--- config.mk ---
export PLATFORM = sky130hd
export DESIGN_NAME = mat_bram_loader
export DESIGN_NICKNAME = d
export VERILOG_FILES = /design/src/rtl/mat_bram_loader.sv
export SDC_FILE = /design/constraint.sdc
export NUM_CORES = 1
export LEC_CHECK = 0
export BUFFER_PORTS_ARGS = -buffer_cell sky130_fd_sc_hd__buf_2
export CORE_ASPECT_RATIO = 0.5
export CORE_MARGIN = 3
export CORE_UTILIZATION = 40
export CTS_BUF_LIST = sky130_fd_sc_hd__clkbuf_4
export CTS_CLUSTER_DIAMETER = 100
export DETAILED_ROUTE_END_ITERATION = 16
export GPL_ROUTABILITY_DRIVEN = 0
export SYNTH_ARGS = -nofsm -noshare
export SYNTH_HDL_FRONTEND = slang
export SYNTH_SLANG_ARGS = --single-unit
--- constraint.sdc ---
create_clock -name clk -period 5.4 [get_ports clk]
set_clock_uncertainty 0.15 [all_clocks]
set_input_delay 0.54 -clock clk [delete_from_list [all_inputs] [get_ports clk]]
set_output_delay 0.54 -clock clk [all_outputs]
set_load 0.02 [all_outputs]
--- src/rtl/mat_bram_loader.sv ---
// Stream-to-dual-port BRAM loader: pairs consecutive words into one A/B write per two beats.
// Optional s_last checking is enabled by defining LOADER_LAST_CHECK_EN.
module mat_bram_loader #(
    parameter int DATA_WIDTH = 64,
    parameter int NUM_WORDS  = 8,
    parameter int ADDR_WIDTH = (NUM_WORDS > 1) ? $clog2(NUM_WORDS) : 1
) (
    input  logic                  clk,
    input  logic                  rst_n,
    input  logic                  load,
    input  logic                  s_valid,
    output logic                  s_ready,
    input  logic [DATA_WIDTH-1:0] s_data,
    input  logic                  s_last,
    output logic                  ena,
    output logic                  wea,
    output logic [ADDR_WIDTH-1:0] addra,
    output logic [DATA_WIDTH-1:0] dina,
    output logic                  enb,
    output logic                  web,
    output logic [ADDR_WIDTH-1:0] addrb,
    output logic [DATA_WIDTH-1:0] dinb,
    output logic                  busy,
    output logic                  load_done,
    output logic                  err
);

    typedef enum logic [1:0] {
        IDLE,
        RECV,
        DONE
    } state_t;

    localparam logic [ADDR_WIDTH-1:0] LAST_IDX = ADDR_WIDTH'(NUM_WORDS - 1);

    state_t                  state_q, state_d;
    logic [ADDR_WIDTH-1:0]   cnt_q, cnt_d;
    logic [DATA_WIDTH-1:0]   hold_q, hold_d;
    logic                    ena_q, ena_d;
    logic                    enb_q, enb_d;
    logic [ADDR_WIDTH-1:0]   addra_q, addra_d;
    logic [ADDR_WIDTH-1:0]   addrb_q, addrb_d;
    logic [DATA_WIDTH-1:0]   dina_q, dina_d;
    logic [DATA_WIDTH-1:0]   dinb_q, dinb_d;
    logic                    done_q, done_d;
    logic                    last_beat;

`ifdef LOADER_LAST_CHECK_EN
    logic                    err_q, err_d;
`else
    logic                    unused_s_last;
    assign unused_s_last = s_last;
`endif

    assign last_beat = (cnt_q == LAST_IDX);

    always_ff @(posedge clk) begin
        if (!rst_n) begin
            state_q <= IDLE;
            cnt_q   <= '0;
            hold_q  <= '0;
            ena_q   <= 1'b0;
            enb_q   <= 1'b0;
            addra_q <= '0;
            addrb_q <= '0;
            dina_q  <= '0;
            dinb_q  <= '0;
            done_q  <= 1'b0;
`ifdef LOADER_LAST_CHECK_EN
            err_q   <= 1'b0;
`endif
        end else begin
            state_q <= state_d;
            cnt_q   <= cnt_d;
            hold_q  <= hold_d;
            ena_q   <= ena_d;
            enb_q   <= enb_d;
            addra_q <= addra_d;
            addrb_q <= addrb_d;
            dina_q  <= dina_d;
            dinb_q  <= dinb_d;
            done_q  <= done_d;
`ifdef LOADER_LAST_CHECK_EN
            err_q   <= err_d;
`endif
        end
    end

    always_comb begin
        state_d = state_q;
        cnt_d   = cnt_q;
        hold_d  = hold_q;
        ena_d   = 1'b0;
        enb_d   = 1'b0;
        addra_d = addra_q;
        addrb_d = addrb_q;
        dina_d  = dina_q;
        dinb_d  = dinb_q;
        done_d  = 1'b0;
`ifdef LOADER_LAST_CHECK_EN
        err_d   = err_q;
`endif
        unique case (state_q)
            IDLE: begin
                if (load) begin
                    cnt_d   = '0;
                    state_d = RECV;
`ifdef LOADER_LAST_CHECK_EN
                    err_d   = 1'b0;
`endif
                end
            end
            RECV: begin
                if (s_valid) begin
                    if (cnt_q[0]) begin
                        // Odd beat completes the pair started by the held even word.
                        ena_d   = 1'b1;
                        enb_d   = 1'b1;
                        addra_d = cnt_q - ADDR_WIDTH'(1);
                        addrb_d = cnt_q;
                        dina_d  = hold_q;
                        dinb_d  = s_data;
                    end else if (last_beat) begin
                        ena_d   = 1'b1;
                        addra_d = cnt_q;
                        dina_d  = s_data;
                    end else begin
                        hold_d  = s_data;
                    end
`ifdef LOADER_LAST_CHECK_EN
                    if (s_last != last_beat) begin
                        err_d = 1'b1;
                    end
`endif
                    if (last_beat) begin
                        state_d = DONE;
                    end else begin
                        cnt_d = cnt_q + ADDR_WIDTH'(1);
                    end
                end
            end
            DONE: begin
                done_d  = 1'b1;
                state_d = IDLE;
            end
            default: state_d = IDLE;
        endcase
    end

    assign s_ready   = (state_q == RECV);
    assign busy      = (state_q != IDLE);
    assign ena       = ena_q;
    assign wea       = ena_q;
    assign enb       = enb_q;
    assign web       = enb_q;
    assign addra     = addra_q;
    assign addrb     = addrb_q;
    assign dina      = dina_q;
    assign dinb      = dinb_q;
    assign load_done = done_q;
`ifdef LOADER_LAST_CHECK_EN
    assign err       = err_q;
`else
    assign err       = 1'b0;
`endif

endmodule
==> metrics.txt, run 1 <==
wl on met1 11500 µm; final critical-path share of the clock period 69.3%; Hold Vio Cnt, Final 0; PortBufs 207; status completed; total CTS buffers 49; TritonCTS Sinks 205; Reg area 4110 µm²; ys async rst share 0%; total routed wirelength 24800 µm; via/cell ratio 5.26; clk_lat worst skew 0.64 ns; initial antenna violation count 1; worst reg2reg path depth 5; commonest non-fill, non-tap cell in the layout buf_2; final count of pins violating max slew 0; CP bufs+invs 2; RSZ-0062 raised after global routing false; Die Area 23900 µm²; TritonRoute pass-1 iters 5; clk slew on worst S/H paths 0.07 ns; vias in the first global route 7454; WL met3 1130 µm; Multi-input gate area 4040 µm²; headroom to the max-slew limit 28.4%; layout cells sized above 1 37.7%; hold path depth 3; CP cell instances buf_4, or2_4, buf_12, a21oi_1, a211oi_1; Core Footprint 21000 µm²; all-layer global routing usage 20.3%; reg-to-reg critical path endpoint dina[20]; worst slew pin tran 1.07 ns; Post-DP Area 9680 µm²; Synth warnings 0; max-cap viol count 0; max layer used met4; initial core utilization 41.7%; Cells after Synth 864; Final min period 3.74 ns; critical path arrival 4.12 ns; worst reg2reg path startpoint cnt_q[0]; crit-path leading delay family buffers and inverters; Synth Flop Type dfxtp_1; H-tree level count 2; CTS tree built; Avg WL per Cell 17.4 µm; CP required 5.78 ns; Lkg Pwr 4.29 nW; critical path's slowest cell dfxtp_4; crit path from cnt_q[0]; crit path to dina[20]; Power Density 287 nW/µm²; Max Clock Freq 0.267 GHz; total grt overflow 0; reg2reg setup slack 1.66 ns; drt drc 0; Post-Syn Area per Cell 10.2 µm²; worst-path fanout max 76; Root Driver clkbuf_4; Die X 215 µm; Mapped Area 8770 µm²; initial DRC count 373; peak supply drop 0.000149 V; Detail Route Antenna Nets 0; area grow syn2layout 24.3%; instance count on the critical path 5; Post-Layout Inst Area 10900 µm²; fillers 1977; worst-case clock buffer depth 3; Final #Nets 1172; Setup CP Type flop to flop; post-synth cell types 36; DP HPWL 14400 µm; post-CTS setup buffers 0; type of the worst min-delay path input port to flop; number of synthesized register bits 205; largest net degree at the start of global routing 90; final total power 3.13 mW; critical path launch point type flop; setup tns final 0 ns; Chip Height 111 µm; part of the Yosys area used for sequential elements 46.8%; Critical Path Sink Type flop; I/O pin count 211; vias 7497; Cell Rows 37; Post-synth EDFFs 0; final setup fails 0; delay of the slowest critical-path stage 0.90 ns; first-pass GRT wire length 39900 µm; met2 WL post-DR 11700 µm; most frequent cells in the layout buf_2 (206), dfxtp_1 (204), clkbuf_4 (70)
[worst min path at each step]
stage / from / to
final: load / state_q[0]
after global routing: load / state_q[0]
after CTS: load / state_q[0]
after detailed placement: addrb[2] / addrb[2]
after global placement: addrb[0] / addrb[0]
after floorplan: hold_q[27] / hold_q[27]
[kinds of logic (layout without fill, tap and decap cells)]
logic type / Yosys count / count (layout) / share of synthesized area, %
and+or+nand+nor: 150 / 150 / 7.97
buffers and inverters: 106 / 373 / 7.39
AOI/OAI and AO/OA: 332 / 332 / 29.7
other: 1 / 3 / 0.0427
xor gates and xnor gates: 1 / 1 / 0.0999
DFF: 205 / 205 / 46.8
adders and majority gates: 5 / 5 / 0.713
muxes: 64 / 64 / 7.30
[layer usage]
metal  global-route usage [%]  vias to the layer above
li1                         -                     3658
met2                     34.4                      164
met5                        0                        -
met3                     4.60                       47
met1                     26.1                     3628
met4                     5.76                        0
[worst register-to-register path: cells and delay by family (launching register included)]
family,cells,cell delay [ns]
buffers and inverters,2,1.25
flip-flops,1,0.90
AO/OA/AOI/OAI,2,0.45
AND/OR/NAND/NOR,1,0.89
[where the power goes]
part	leakage [nW]	total (mW)	internal [mW]	switching [mW]
clock	0.351	1.22	0.594	0.622
combinational	2.28	0.331	0.123	0.208
sequential	1.66	1.58	1.55	0.0327
[cells in the mapped netlist (2+ instances only)]
cell type  count  area [µm²]
dfxtp_1      205        4100
o21ai_0       69         345
nand3_1       67         335
nand2_1       66         248
mux2i_1       64         641
o211ai_2      60         751
o21ai_1       60         300
a211oi_2      34         425
a21oi_1       34         170
a21oi_2       34         298
buf_2         34         170
clkbuf_1      33         124
a211oi_1      32         240
buf_6         14         158
buf_4         10        75.1
inv_1          6        22.5
buf_1          5        18.8
ha_1           5        62.6
nor3_1         5        25.0
buf_12         4        80.1
nor2_1         4        15.0
o211ai_1       4        30.0
a32o_1         2        20.0
[metrics by stage]
step	setup slack, ns	hold slack, ns	utilization [%]	std cells
after floorplan	3.58	0.303	-	865
after global placement	1.81	0.291	46.0	1275
after detailed placement	1.75	0.294	46.0	1275
after CTS	1.75	0.0134	51.9	1424
after global routing	1.45	0.0337	51.9	1425
final	1.66	0.0758	51.9	1425
[what timing repair did]
action | in CTS | in global routing
hold endpoints to repair | 114 | 0
hold buffers | 64 | 0
endpoints found under the setup margin | 0 | 0
resized for setup | 0 | 0
[sequential cells by signal, indices dropped and copies added, names as in the netlist]
signal,count
addra,2
hold_q,64
enb,1
dinb,64
dina,64
ena,1
state_q,2
addrb,3
cnt_q,3
load_done,1
[final cells by class]
| cell class | instances | area share, % |
|---|---|---|
| multi-input cells | 554 | 37.1 |
| diodes | 1 | 0.0229 |
| well taps | 292 | 3.35 |
| inverters | 6 | 0.218 |
| clock buffers | 70 | 4.82 |
| clock inverters | 15 | 0.528 |
| flip-flops and latches | 205 | 37.7 |
| repair buffers | 282 | 16.3 |
No activity file was read; power rests on OpenSTA's default activity.
==> run 2, diff against run 1 <==
==> constraint.sdc (replaced) <==
create_clock -name clk -period 3.9 [get_ports clk]
set_clock_uncertainty 0.15 [all_clocks]
set_input_delay 0.39 -clock clk [delete_from_list [all_inputs] [get_ports clk]]
set_output_delay 0.39 -clock clk [all_outputs]
set_load 0.02 [all_outputs]
==> metrics.txt, run 2 (synthesis gave the netlist of run 1 again) <==
status completed; Lkg Pwr 4.34 nW (+1.2%); Max Clock Freq 0.363 GHz (+36%); RSZ-0062 raised after global routing false; Setup CP Type flop to flop; headroom to the max-slew limit 27.2% (-1.2 points); Multi-input gate area 4040 µm² (unchanged); Core Footprint 21000 µm² (unchanged); Avg WL per Cell 17.5 µm (+0.28%); first-pass GRT wire length 40500 µm (+1.5%); dpl cells 1280 (+0.39%); clk slew on worst S/H paths 0.07 ns (about the same); final setup fails 0 (unchanged); area grow syn2layout 25.5%; Detail Route Antenna Nets 0 (unchanged); Critical Path Sink Type flop; worst-path fanout max 36 (-53%); drt drc 0 (unchanged); post-CTS setup buffers 0 (unchanged); Cell Rows 37 (unchanged); layout cells sized above 1 38.0% (+0.32 points); total CTS buffers 49 (unchanged); vias in the first global route 7617 (+2.2%); via/cell ratio 5.23 (-0.57%); H-tree level count 2 (unchanged); fillers 1978 (+0.051%); initial antenna violation count 1 (unchanged); commonest non-fill, non-tap cell in the layout buf_2; largest net degree at the start of global routing 197 (+120%); TritonRoute pass-1 iters 5 (unchanged); PortBufs 207 (unchanged); vias 7465 (-0.43%); total routed wirelength 24900 µm (+0.42%); reg2reg setup slack 1.15 ns (-0.51 ns); I/O pin count 211 (unchanged); Root Driver clkbuf_4; peak supply drop 0.000215 V (+44%); worst slew pin tran 1.09 ns (+0.0183 ns); setup tns final 0 ns (unchanged); most frequent cells in the layout buf_2 (206), dfxtp_1 (204), o21ai_0 (69), clkbuf_4 (69), nand3_1 (67); DP HPWL 14500 µm (+0.95%); clk_lat worst skew 0.64 ns (about the same); Finished Layout Cells 1427 (+0.14%); Die Area 23900 µm² (unchanged); Power Density 397 nW/µm² (+39%); CTS tree built; TritonCTS Sinks 205 (unchanged); final critical-path share of the clock period 70.6% (+1.3 points); worst-case clock buffer depth 3 (unchanged); total grt overflow 0 (unchanged); CP required 4.28 ns (-1.50 ns); critical path arrival 3.13 ns (-0.99 ns); Final #Nets 1179 (+0.60%); Reg area 4110 µm² (unchanged); Final min period 2.75 ns (-0.989 ns); initial DRC count 473 (+27%); all-layer global routing usage 20.4% (+0.14 points); Die X 215 µm (unchanged); Hold Vio Cnt, Final 0 (unchanged); final count of pins violating max slew 0 (unchanged); type of the worst min-delay path input port to flop; max-cap viol count 0 (unchanged); Chip Height 111 µm (unchanged); critical path launch point type flop; initial core utilization 41.7% (unchanged)
-- run 2: through the flow --
| step | utilization, % | worst slack (ns) | total power [mW] | hold WS, ns | cell area [µm²] |
|---|---|---|---|---|---|
| floorplan | - | 2.08 | 2.53 | 0.303 | 8780 |
| global placement | 46.5 | 1.22 | 2.64 | 0.292 | 9770 |
| detailed placement | 46.5 | 1.15 | 2.65 | 0.296 | 9770 |
| CTS | 52.4 | 1.11 | 4.44 | 0.208 | 11000 |
| global route | 52.4 | 0.950 | 4.61 | 0.265 | 11000 |
| finish | 52.4 | 1.15 | 4.38 | 0.275 | 11000 |
-- run 2: routing by layer --
layer | vias up | share of wire (%) | track usage, % | wire length, µm
li1 | 3668 | - | - | -
met1 | 3588 | 45 | 26.4 | 11300
met2 | 166 | 48 | 34.5 | 11900
met3 | 43 | 4.7 | 4.46 | 1180
met4 | 0 | 2.1 | 6.07 | 529
met5 | - | 0 | 0 | 0
-- run 2: timing repair --
action / in CTS / in global routing
hold endpoints to repair: 194 / 0
endpoints found under the setup margin: 0 / 0
gates resized for setup: 0 / 0
hold buffers: 66 / 0
-- run 2: worst paths after layout --
check | startpoint | end | cells after the start
worst max-delay path | cnt_q[0] | dina[62] | 5
worst min register to register | addrb[0] | addrb[0] | 2
worst max register to register | cnt_q[0] | dina[62] | 5
worst min-delay path | rst_n | dina[57] | 3
-- run 2: area by class of cell --
cell class | instances | area share (%)
Multi-Input combinational cell | 554 | 36.7
Timing Repair Buffer | 289 | 17.1
Clock buffer | 69 | 4.70
Clock inverter | 10 | 0.579
Sequential cell | 205 | 37.3
Tap cell | 292 | 3.32
Antenna cell | 2 | 0.0454
Inverter | 6 | 0.216
-- run 2: critical path: stages (launching register included) --
cell and delay (ns):
dfxtp_4 0.52, buf_4 0.54, or2_4 0.66, buf_12 0.33
a21oi_1 0.11, a211oi_1 0.27
-- run 2: report_power, final --
part	internal [mW]	leakage, nW	switching, mW
sequential	2.14	1.66	0.0366
combinational	0.180	2.33	0.296
clock	0.871	0.348	0.851
==> run 3, diff against run 2 <==
==> constraint.sdc (replaced) <==
create_clock -name clk -period 2.7 [get_ports clk]
set_clock_uncertainty 0.15 [all_clocks]
set_input_delay 0.27 -clock clk [delete_from_list [all_inputs] [get_ports clk]]
set_output_delay 0.27 -clock clk [all_outputs]
set_load 0.02 [all_outputs]
==> metrics.txt, run 3 (synthesis gave the netlist of run 1 again) <==
first-pass GRT wire length 40600 µm (+0.26%); Die X 215 µm (unchanged); Critical Path Sink Type flop; H-tree level count 2 (unchanged); Detail Route Antenna Nets 0 (unchanged); CP cell instances buf_4, or2_4, buf_12, a21oi_1, a211oi_1; TritonRoute pass-1 iters 4 (-1); layout cells sized above 1 38.5% (+0.43 points); hold path depth 4 (+1); Comb pwr share 11.2% (+0.3 points); worst-case clock buffer depth 3 (unchanged); vias in the first global route 7738 (+1.6%); final setup fails 0 (unchanged); headroom to the max-slew limit 29.4% (+2.2 points); type of the worst min-delay path input port to flop; DP HPWL 14900 µm (+2.9%); CP bufs+invs 2 (unchanged); Clk pwr share 39.1% (-0.2 points); crit-path leading delay family buffers and inverters; Root Driver clkbuf_4; peak supply drop 0.000317 V (+47%); post-CTS setup buffers 0 (unchanged); I/O pin count 211 (unchanged); Seq pwr share 49.7% (about the same); setup tns final 0 ns (unchanged); worst slew pin tran 1.06 ns (-0.0351 ns); Place WS 0.249 ns (-0.898 ns); Lkg Pwr 4.38 nW (+1.0%); drt drc 0 (unchanged); TritonCTS Sinks 205 (unchanged); largest net degree at the start of global routing 143 (-27%); most frequent cells in the layout buf_2 (206), dfxtp_1 (204), clkbuf_4 (74); Net Switching 1.72 mW (+46%); Avg WL per Cell 17.5 µm (+0.46%); status completed; commonest non-fill, non-tap cell in the layout buf_2; critical path arrival 2.87 ns (-0.26 ns); worst reg2reg path depth 5 (unchanged); # resized after CTS 0 (unchanged); vias 7567 (+1.4%); worst reg2reg path startpoint cnt_q[0]; max-cap viol count 0 (unchanged); Cell Rows 37 (unchanged); total grt overflow 0 (unchanged); final critical-path share of the clock period 92.1% (+22 points); Pint 4.60 mW (+44%); fillers 1963 (-0.76%); Max Clock Freq 0.402 GHz (+11%); reg2reg setup slack 0.21 ns (-0.94 ns); PortBufs 207 (unchanged); RSZ-0062 raised after global routing false; Setup CP Type flop to flop; switch share 27.2% (+0.21 points); Die Area 23900 µm² (unchanged); critical path's slowest cell buf_4; final count of pins violating max slew 0 (unchanged); crit path from cnt_q[0]; total CTS buffers 49 (unchanged); Chip Height 111 µm (unchanged); initial antenna violation count 1 (unchanged); clk slew on worst S/H paths 0.07 ns (about the same); Power Density 570 nW/µm² (+43%); area grow syn2layout 26.6%; CP required 3.08 ns (-1.20 ns); min-delay src s_data[62]; via/cell ratio 5.28 (+0.87%); worst-path fanout max 39 (+8.3%); total routed wirelength 25100 µm (+0.96%); initial core utilization 41.7% (unchanged); all-layer global routing usage 20.5% (about the same); clk_lat worst skew 0.64 ns (about the same); Final min period 2.49 ns (-0.264 ns); Final #Nets 1184 (+0.42%); delay of the slowest critical-path stage 0.61 ns (-0.05 ns); Core Footprint 21000 µm² (unchanged); Hold Vio Cnt, Final 0 (unchanged); CTS tree built; critical path launch point type flop; initial DRC count 326 (-31%); reg-to-reg critical path endpoint dina[8]; setup ws final 0.212 ns (-0.936 ns); Hold Path Sink hold_q[62]
==> run 3: changes by cell type in the layout (fill, tap and decap cells not counted), sizes merged <==
cell         previous run  this run
buf                   223       227
clkinv                  9         8
dlygate4sd3            66        67
diode                   2         1
clkbuf                 69        74
bufinv                  1         0
==> run 3: power by group through the flow <==
stage / Combinational (mW) / Sequential (mW) / Clock [mW]
detailed placement: 0.634 / 3.21 / 0
global route: 0.768 / 3.15 / 2.75
finish: 0.710 / 3.14 / 2.47
floorplan: 0.425 / 3.23 / 0
global placement: 0.624 / 3.21 / 0
CTS: 0.712 / 3.14 / 2.57
==> run 3: worst max path at each step <==
stage	to	slack [ns]	depth (start not counted)
6_report	dina[8]	0.21	5
5_1_grt	dina[8]	0.1	5
4_1_cts	dina[8]	0.18	5
3_5_place_dp	addra[1]	0.25	6
3_3_place_gp	addra[2]	0.28	6
2_1_floorplan	dina[29]	0.88	8
==> run 3: final cells by class <==
| cell class | instances | area (µm²) | share of cell area (%) |
|---|---|---|---|
| Sequential cell | 205 | 4110 | 37.0 |
| Multi-Input combinational cell | 554 | 4040 | 36.4 |
| Timing Repair Buffer | 294 | 1980 | 17.8 |
| Clock buffer | 74 | 556 | 5.00 |
| Tap cell | 292 | 365 | 3.29 |
| Clock inverter | 8 | 30.0 | 0.270 |
| Inverter | 6 | 23.8 | 0.214 |
| Antenna cell | 1 | 2.50 | 0.0225 |
==> run 3: through the flow <==
stage / total power, mW / hold slack (ns) / utilization (%) / instance area (µm²) / instances
2_1_floorplan: 3.66 / 0.269 / - / 8780 / 865
3_3_place_gp: 3.83 / 0.290 / 46.8 / 9850 / 1284
3_5_place_dp: 3.84 / 0.292 / 46.8 / 9850 / 1284
4_1_cts: 6.42 / 0.234 / 52.8 / 11100 / 1433
5_1_grt: 6.67 / 0.241 / 52.8 / 11100 / 1434
6_report: 6.32 / 0.287 / 52.8 / 11100 / 1434
==> run 3: tightest hold or removal path: stages <==
cell,delay [ns]
dlygate4sd3_1,0.51
buf_2,0.10
nand2_1,0.05
o21ai_1,0.10
==> run 3: metal layers <==
metal	vias to the layer above	wire [µm]	track usage, %
met5	-	0	0
met1	3677	11500	25.9
met3	30	1200	4.63
met4	0	326	4.97
met2	178	12200	35.6
li1	3682	-	-
==> run 3: repair_timing <==
item                       4_1_cts  5_1_grt
setup endpoints to repair        0        0
hold endpoints to repair       200        0
hold buffers                    67        0
